--- src/rtl/pr_free_list.sv ---
// Physical-register free list: per-PR FREE/OWNED/DRAIN ownership, same-cycle grants, idle-gated reclaim.
// Optional PRALLOC_ROUND_ROBIN_EN starts the FREE search at a rotating pointer instead of the pool base.
module pr_free_list #(
  parameter int NUM_PHY_REGS  = 64,
  parameter int NUM_SICS      = 2,
  parameter int NUM_ARCH_REGS = 32
) (
  input  logic                                          clk,
  input  logic                                          rst,
  input  logic [NUM_SICS-1:0]                           alloc_req,
  output logic [NUM_SICS-1:0]                           alloc_gnt,
  output logic [NUM_SICS-1:0]                           alloc_wen,
  output logic [NUM_SICS-1:0][$clog2(NUM_PHY_REGS)-1:0] alloc_pr,
  input  logic [NUM_SICS-1:0]                           release_valid,
  input  logic [NUM_SICS-1:0][$clog2(NUM_PHY_REGS)-1:0] release_pr,
  input  logic [NUM_PHY_REGS-1:0]                       pr_not_idle,
  output logic [$clog2(NUM_PHY_REGS):0]                 free_count,
  output logic                                          empty
);
  localparam int PW   = $clog2(NUM_PHY_REGS);
  localparam int CW   = PW + 1;
  localparam int POOL = NUM_PHY_REGS - NUM_ARCH_REGS;

  typedef enum logic [1:0] {PR_FREE = 2'd0, PR_OWNED = 2'd1, PR_DRAIN = 2'd2} pr_state_e;

  pr_state_e         pr_state [NUM_PHY_REGS];
  logic [NUM_PHY_REGS-1:0] taken;
  logic [NUM_PHY_REGS-1:0] release_hit;
  logic [NUM_PHY_REGS-1:0] reclaim;
  logic [CW-1:0]     grant_cnt;
  logic [CW-1:0]     reclaim_cnt;
  logic              found;
  int                idx_i;
`ifdef PRALLOC_ROUND_ROBIN_EN
  logic [PW-1:0]     rr_ptr;
  logic [PW-1:0]     last_pr;
`endif

  // Each requester in priority order takes the first FREE PR not already claimed this cycle.
  always_comb begin
    taken     = '0;
    alloc_gnt = '0;
    alloc_pr  = '0;
    grant_cnt = '0;
    found     = 1'b0;
    idx_i     = 0;
`ifdef PRALLOC_ROUND_ROBIN_EN
    last_pr   = rr_ptr;
`endif
    for (int s = 0; s < NUM_SICS; s++) begin
      found = 1'b0;
      if (alloc_req[s] && !rst) begin
        for (int k = 0; k < POOL; k++) begin
`ifdef PRALLOC_ROUND_ROBIN_EN
          idx_i = int'(rr_ptr) + k;
          if (idx_i >= NUM_PHY_REGS) idx_i = idx_i - POOL;
`else
          idx_i = NUM_ARCH_REGS + k;
`endif
          if (!found && pr_state[idx_i[PW-1:0]] == PR_FREE && !taken[idx_i[PW-1:0]]) begin
            found                  = 1'b1;
            taken[idx_i[PW-1:0]]   = 1'b1;
            alloc_gnt[s]           = 1'b1;
            alloc_pr[s]            = idx_i[PW-1:0];
            grant_cnt              = grant_cnt + CW'(1);
`ifdef PRALLOC_ROUND_ROBIN_EN
            last_pr                = idx_i[PW-1:0];
`endif
          end
        end
      end
    end
  end

  assign alloc_wen = alloc_gnt;

  // Architectural PRs are never released; out-of-range indices are dropped.
  always_comb begin
    release_hit = '0;
    for (int s = 0; s < NUM_SICS; s++) begin
      if (release_valid[s] && int'(release_pr[s]) >= NUM_ARCH_REGS
          && int'(release_pr[s]) < NUM_PHY_REGS)
        release_hit[release_pr[s]] = 1'b1;
    end
  end

  always_comb begin
    reclaim     = '0;
    reclaim_cnt = '0;
    for (int i = 0; i < NUM_PHY_REGS; i++) begin
      if (pr_state[i] == PR_DRAIN && !pr_not_idle[i]) begin
        reclaim[i]  = 1'b1;
        reclaim_cnt = reclaim_cnt + CW'(1);
      end
    end
  end

  always_ff @(posedge clk or posedge rst) begin
    if (rst) begin
      for (int i = 0; i < NUM_PHY_REGS; i++)
        pr_state[i] <= (i < NUM_ARCH_REGS) ? PR_OWNED : PR_FREE;
      free_count <= CW'(POOL);
    end else begin
      for (int i = 0; i < NUM_PHY_REGS; i++) begin
        if (taken[i])
          pr_state[i] <= PR_OWNED;
        else if (release_hit[i] && pr_state[i] == PR_OWNED)
          pr_state[i] <= PR_DRAIN;
        else if (reclaim[i])
          pr_state[i] <= PR_FREE;
      end
      free_count <= free_count - grant_cnt + reclaim_cnt;
    end
  end

`ifdef PRALLOC_ROUND_ROBIN_EN
  always_ff @(posedge clk or posedge rst) begin
    if (rst)
      rr_ptr <= PW'(NUM_ARCH_REGS);
    else if (|alloc_gnt)
      rr_ptr <= (int'(last_pr) == NUM_PHY_REGS - 1) ? PW'(NUM_ARCH_REGS) : last_pr + PW'(1);
  end
`endif

  assign empty = (free_count == '0);

`ifndef SYNTHESIS
  function automatic int count_free();
    int n = 0;
    for (int i = 0; i < NUM_PHY_REGS; i++)
      if (pr_state[i] == PR_FREE) n++;
    return n;
  endfunction

  always @(posedge clk) begin
    if (!rst) begin
      for (int s = 0; s < NUM_SICS; s++) begin
        if (release_valid[s] && int'(release_pr[s]) >= NUM_ARCH_REGS
            && pr_state[release_pr[s]] != PR_OWNED)
          $fatal(1, "pr_free_list: release of non-owned PR %0d", release_pr[s]);
        for (int t = s + 1; t < NUM_SICS; t++)
          if (release_valid[s] && release_valid[t] && release_pr[s] == release_pr[t]
              && int'(release_pr[s]) >= NUM_ARCH_REGS)
            $fatal(1, "pr_free_list: duplicate release of PR %0d", release_pr[s]);
      end
      if (count_free() != int'(free_count))
        $fatal(1, "pr_free_list: free_count %0d disagrees with state array", free_count);
    end
  end
`endif
endmodule

--- config.mk ---
export PLATFORM = sky130hd
export DESIGN_NAME = pr_free_list
export DESIGN_NICKNAME = d
export VERILOG_FILES = /design/src/rtl/pr_free_list.sv
export SDC_FILE = /design/constraint.sdc
export NUM_CORES = 1
export LEC_CHECK = 0
export BUFFER_PORTS_ARGS = -buffer_cell sky130_fd_sc_hd__buf_2
export CORE_ASPECT_RATIO = 1.5
export CORE_MARGIN = 4
export CORE_UTILIZATION = 45
export CTS_BUF_LIST = sky130_fd_sc_hd__clkbuf_16
export CTS_CLUSTER_DIAMETER = 200
export CTS_CLUSTER_SIZE = 24
export DETAILED_ROUTE_END_ITERATION = 8
export SLEW_MARGIN = 10
export SYNTH_ARGS = -nofsm -noshare
export SYNTH_HDL_FRONTEND = slang
export SYNTH_SLANG_ARGS = --single-unit
export TNS_END_PERCENT = 10
--- constraint.sdc ---
create_clock -name clk -period 112.5 [get_ports clk]
set_input_delay 11.25 -clock clk [delete_from_list [all_inputs] [get_ports clk]]
set_output_delay 11.25 -clock clk [all_outputs]
set_load 0.02 [all_outputs]
==> run summary <==
status = complete, no violations
Setup CP Type = primary input to flop
Leakage Power = 10.1 nW
WP data required = 112840 ps
final hold violation count = 0
reg-to-reg endpoint = free_count[6]$_DFF_PP0_
post-route cell area = 0.0235 sq mm
vias in the first global route = 20500
grt total ovfl = 0
average size of a mapped cell = 7.92 sq um
FFs w/ async S/R, synth = 1.00
wire per inst = 19.5 um
fin cells = 3418
Fin Setup TNS = 0 ps
grt met2 use = 0.478
Buf/Inv on CP = 17
worst skew pair latency = 470 ps
busiest layer in global routing = met2
Worst Slack Setup Final = 56180 ps
worst vdd ir = 43.4 uV
Rows = 98
Top FF cell, synth = dfrtp_1
RR Startpoint = pr_state[124]$_DFFE_PP1P_
Starting DRT DRC Count = 1107
RD Place Congestion = 0.958
detailed-router iteration count before antenna repair = 8
fin util = 0.492
synth warn = 0
DIE WIDTH = 187 um
Worst Tran Pin Value = 1210 ps
dpl cell area = 0.0229 sq mm
Post-route DRC = 0
RSZ-0062 raised after global routing = no
hold wc startpoint = pr_state[66]$_DFFE_PP1P_
placed wire-length estimate = 54800 um
Sink Count = 135
FMAX = 0.0178 GHz
reg-to-reg slack, setup = 66610 ps
post-synthesis sequential area ratio = 0.157
commonest non-fill, non-tap cell in the layout = nand2_1
number of synthesized flops with an enable pin = 0
Arrival @ worst endpoint = 56650 ps
Post-CTS Resized = 0
Vias/cell = 6.00
fraction of layout cells with a size suffix above 1 = 0.136
Worst slew margin = 0.190
synth unique cells = 109
initial antenna violation count = 7
pre-CTS WS = 55980 ps
delay-heaviest family, CP = adder cells
crit path capture type = flop
fin crit share = 0.501
worst hold path class = flop to flop
first-pass GRT wire length = 106000 um
Die Area = 0.0519 sq mm
worst hold path depth = 0
Cell Area, Synth = 0.0217 sq mm
PwrDens = 25.2 mW/mm^2
setup bufs post-CTS = 0
Clock Skews = 12.1 ps
Post-Synthesis Cells = 2741
largest net degree at the start of global routing = 72
max-cap check violation count = 0
WHS Endpoint = pr_state[66]$_DFFE_PP1P_
Routed Wire Length = 66800 um
slowest CP cell = or4b_2
GRT Total Usage = 0.250
# port buffers = 105
Yosys reg bits = 135
Layout area overhead = 8.09%
final setup vio count = 0
fin nets = 3021
Starting Density = 0.455
hold_buf cts = 0
M1 GR Usage = 0.260
Tmin final = 56320 ps
Inserted Clock Buffers = 17
ANT nets after route = 0
Slew Viols, Final = 0
Max Buffers Root-to-Sink = 2
Die H = 277 um
critical path startpoint category = primary input
Vias = 20500
num ports = 106
CTS tree = built
Placed Cells = 3384
clock transition at the registers of the reported paths = 60 ps
Root Driver = clkbuf_16
area of the core = 0.0477 sq mm
Worst path most repeated cell = ha_1
crit-path max FO = 11
most frequent cells in the layout = nand2_1, xnor2_1, nor2_1
GR Util met3 = 0.0353
H-Tree Level Count = 4
Max stage delay on crit path = 620 ps
R2R cell count = 225
==> cells in the mapped netlist (all sizes together) (14+ instances only) <==
master	n	area share
nand2	308	0.053
xnor2	284	0.13
nor2	233	0.040
o21ai	137	0.032
ha	130	0.075
a21oi	119	0.027
xor2	117	0.052
nand3	108	0.025
inv	104	0.018
dfrtp	102	0.12
clkbuf	86	0.015
nor3	86	0.020
nor3b	78	0.030
o22ai	50	0.014
nor2b	45	0.013
nand4	39	0.011
or2	38	0.011
xnor3	37	0.039
dfstp	33	0.040
nor4	32	0.0092
a31oi	31	0.0089
nand2b	31	0.0089
and2	30	0.0086
a21o	28	0.0097
nand3b	27	0.0093
mux2	26	0.013
mux2i	25	0.012
a22oi	24	0.0085
and3	24	0.0069
o31ai	22	0.0076
o21a	21	0.0073
or3b	21	0.0085
a211oi	18	0.0065
buf	14	0.0043
==> state kept, by name, summed over array words and instances, names as in the netlist <==
register,cells
free_count,7
pr_state,128
==> worst max path at each step <==
stage | from | endpoint | slack [ps] | cells past startpoint
after CTS | pr_not_idle[0] | free_count[6]$_DFF_PP0_ | 56410 | 224
final | pr_not_idle[0] | free_count[6]$_DFF_PP0_ | 56180 | 224
after floorplan | pr_not_idle[0] | free_count[6]$_DFF_PP0_ | 60370 | 223
after global placement | pr_not_idle[0] | free_count[6]$_DFF_PP0_ | 57740 | 223
after detailed placement | pr_not_idle[0] | free_count[6]$_DFF_PP0_ | 55980 | 224
after global routing | pr_not_idle[0] | free_count[6]$_DFF_PP0_ | 52450 | 224
==> cells by family (layout without fill, tap and decap cells) <==
group                      after synthesis  after routing  synth area share
AOI/OAI and AO/OA                      597            597             0.185
muxes                                   51             51            0.0252
buffers and inverters                  204            278            0.0373
other                                    2              5          0.000346
xor gates and xnor gates               447            447             0.229
adders and majority gates              142            142            0.0832
DFF                                    135            135             0.157
and+or+nand+nor                       1163           1163             0.282
==> power by group <==
part | leakage [nW] | internal (mW) | total, mW | switching, mW
sequential | 1.64 | 0.0558 | 0.0665 | 0.0107
combinational | 8.17 | 0.200 | 0.466 | 0.266
clock | 0.293 | 0.0349 | 0.0599 | 0.0250
==> stage by stage <==
stage                     hold WS, ps  total power [mW]
after floorplan                   429             0.427
after global placement            358             0.512
after detailed placement          359             0.528
after CTS                         367             0.594
after global routing              370             0.664
final                             366             0.593
==> routing by layer <==
metal,wire (um),share of wire
met1,25500,0.38
met2,35100,0.53
met3,2270,0.034
met4,3760,0.056
met5,81,0.0012
==> cell type report <==
| cell class | count | area [sq um] |
|---|---|---|
| flip-flops and latches | 135 | 3420 |
| clock buffers | 17 | 425 |
| clock inverters | 15 | 176 |
| inverters | 104 | 398 |
| well taps | 600 | 751 |
| fillers | 4705 | 24200 |
| diodes | 2 | 5.00 |
| repair buffers | 142 | 803 |
| multi-input cells | 2403 | 17500 |
Note: power is estimated with default switching activity, not from simulation.
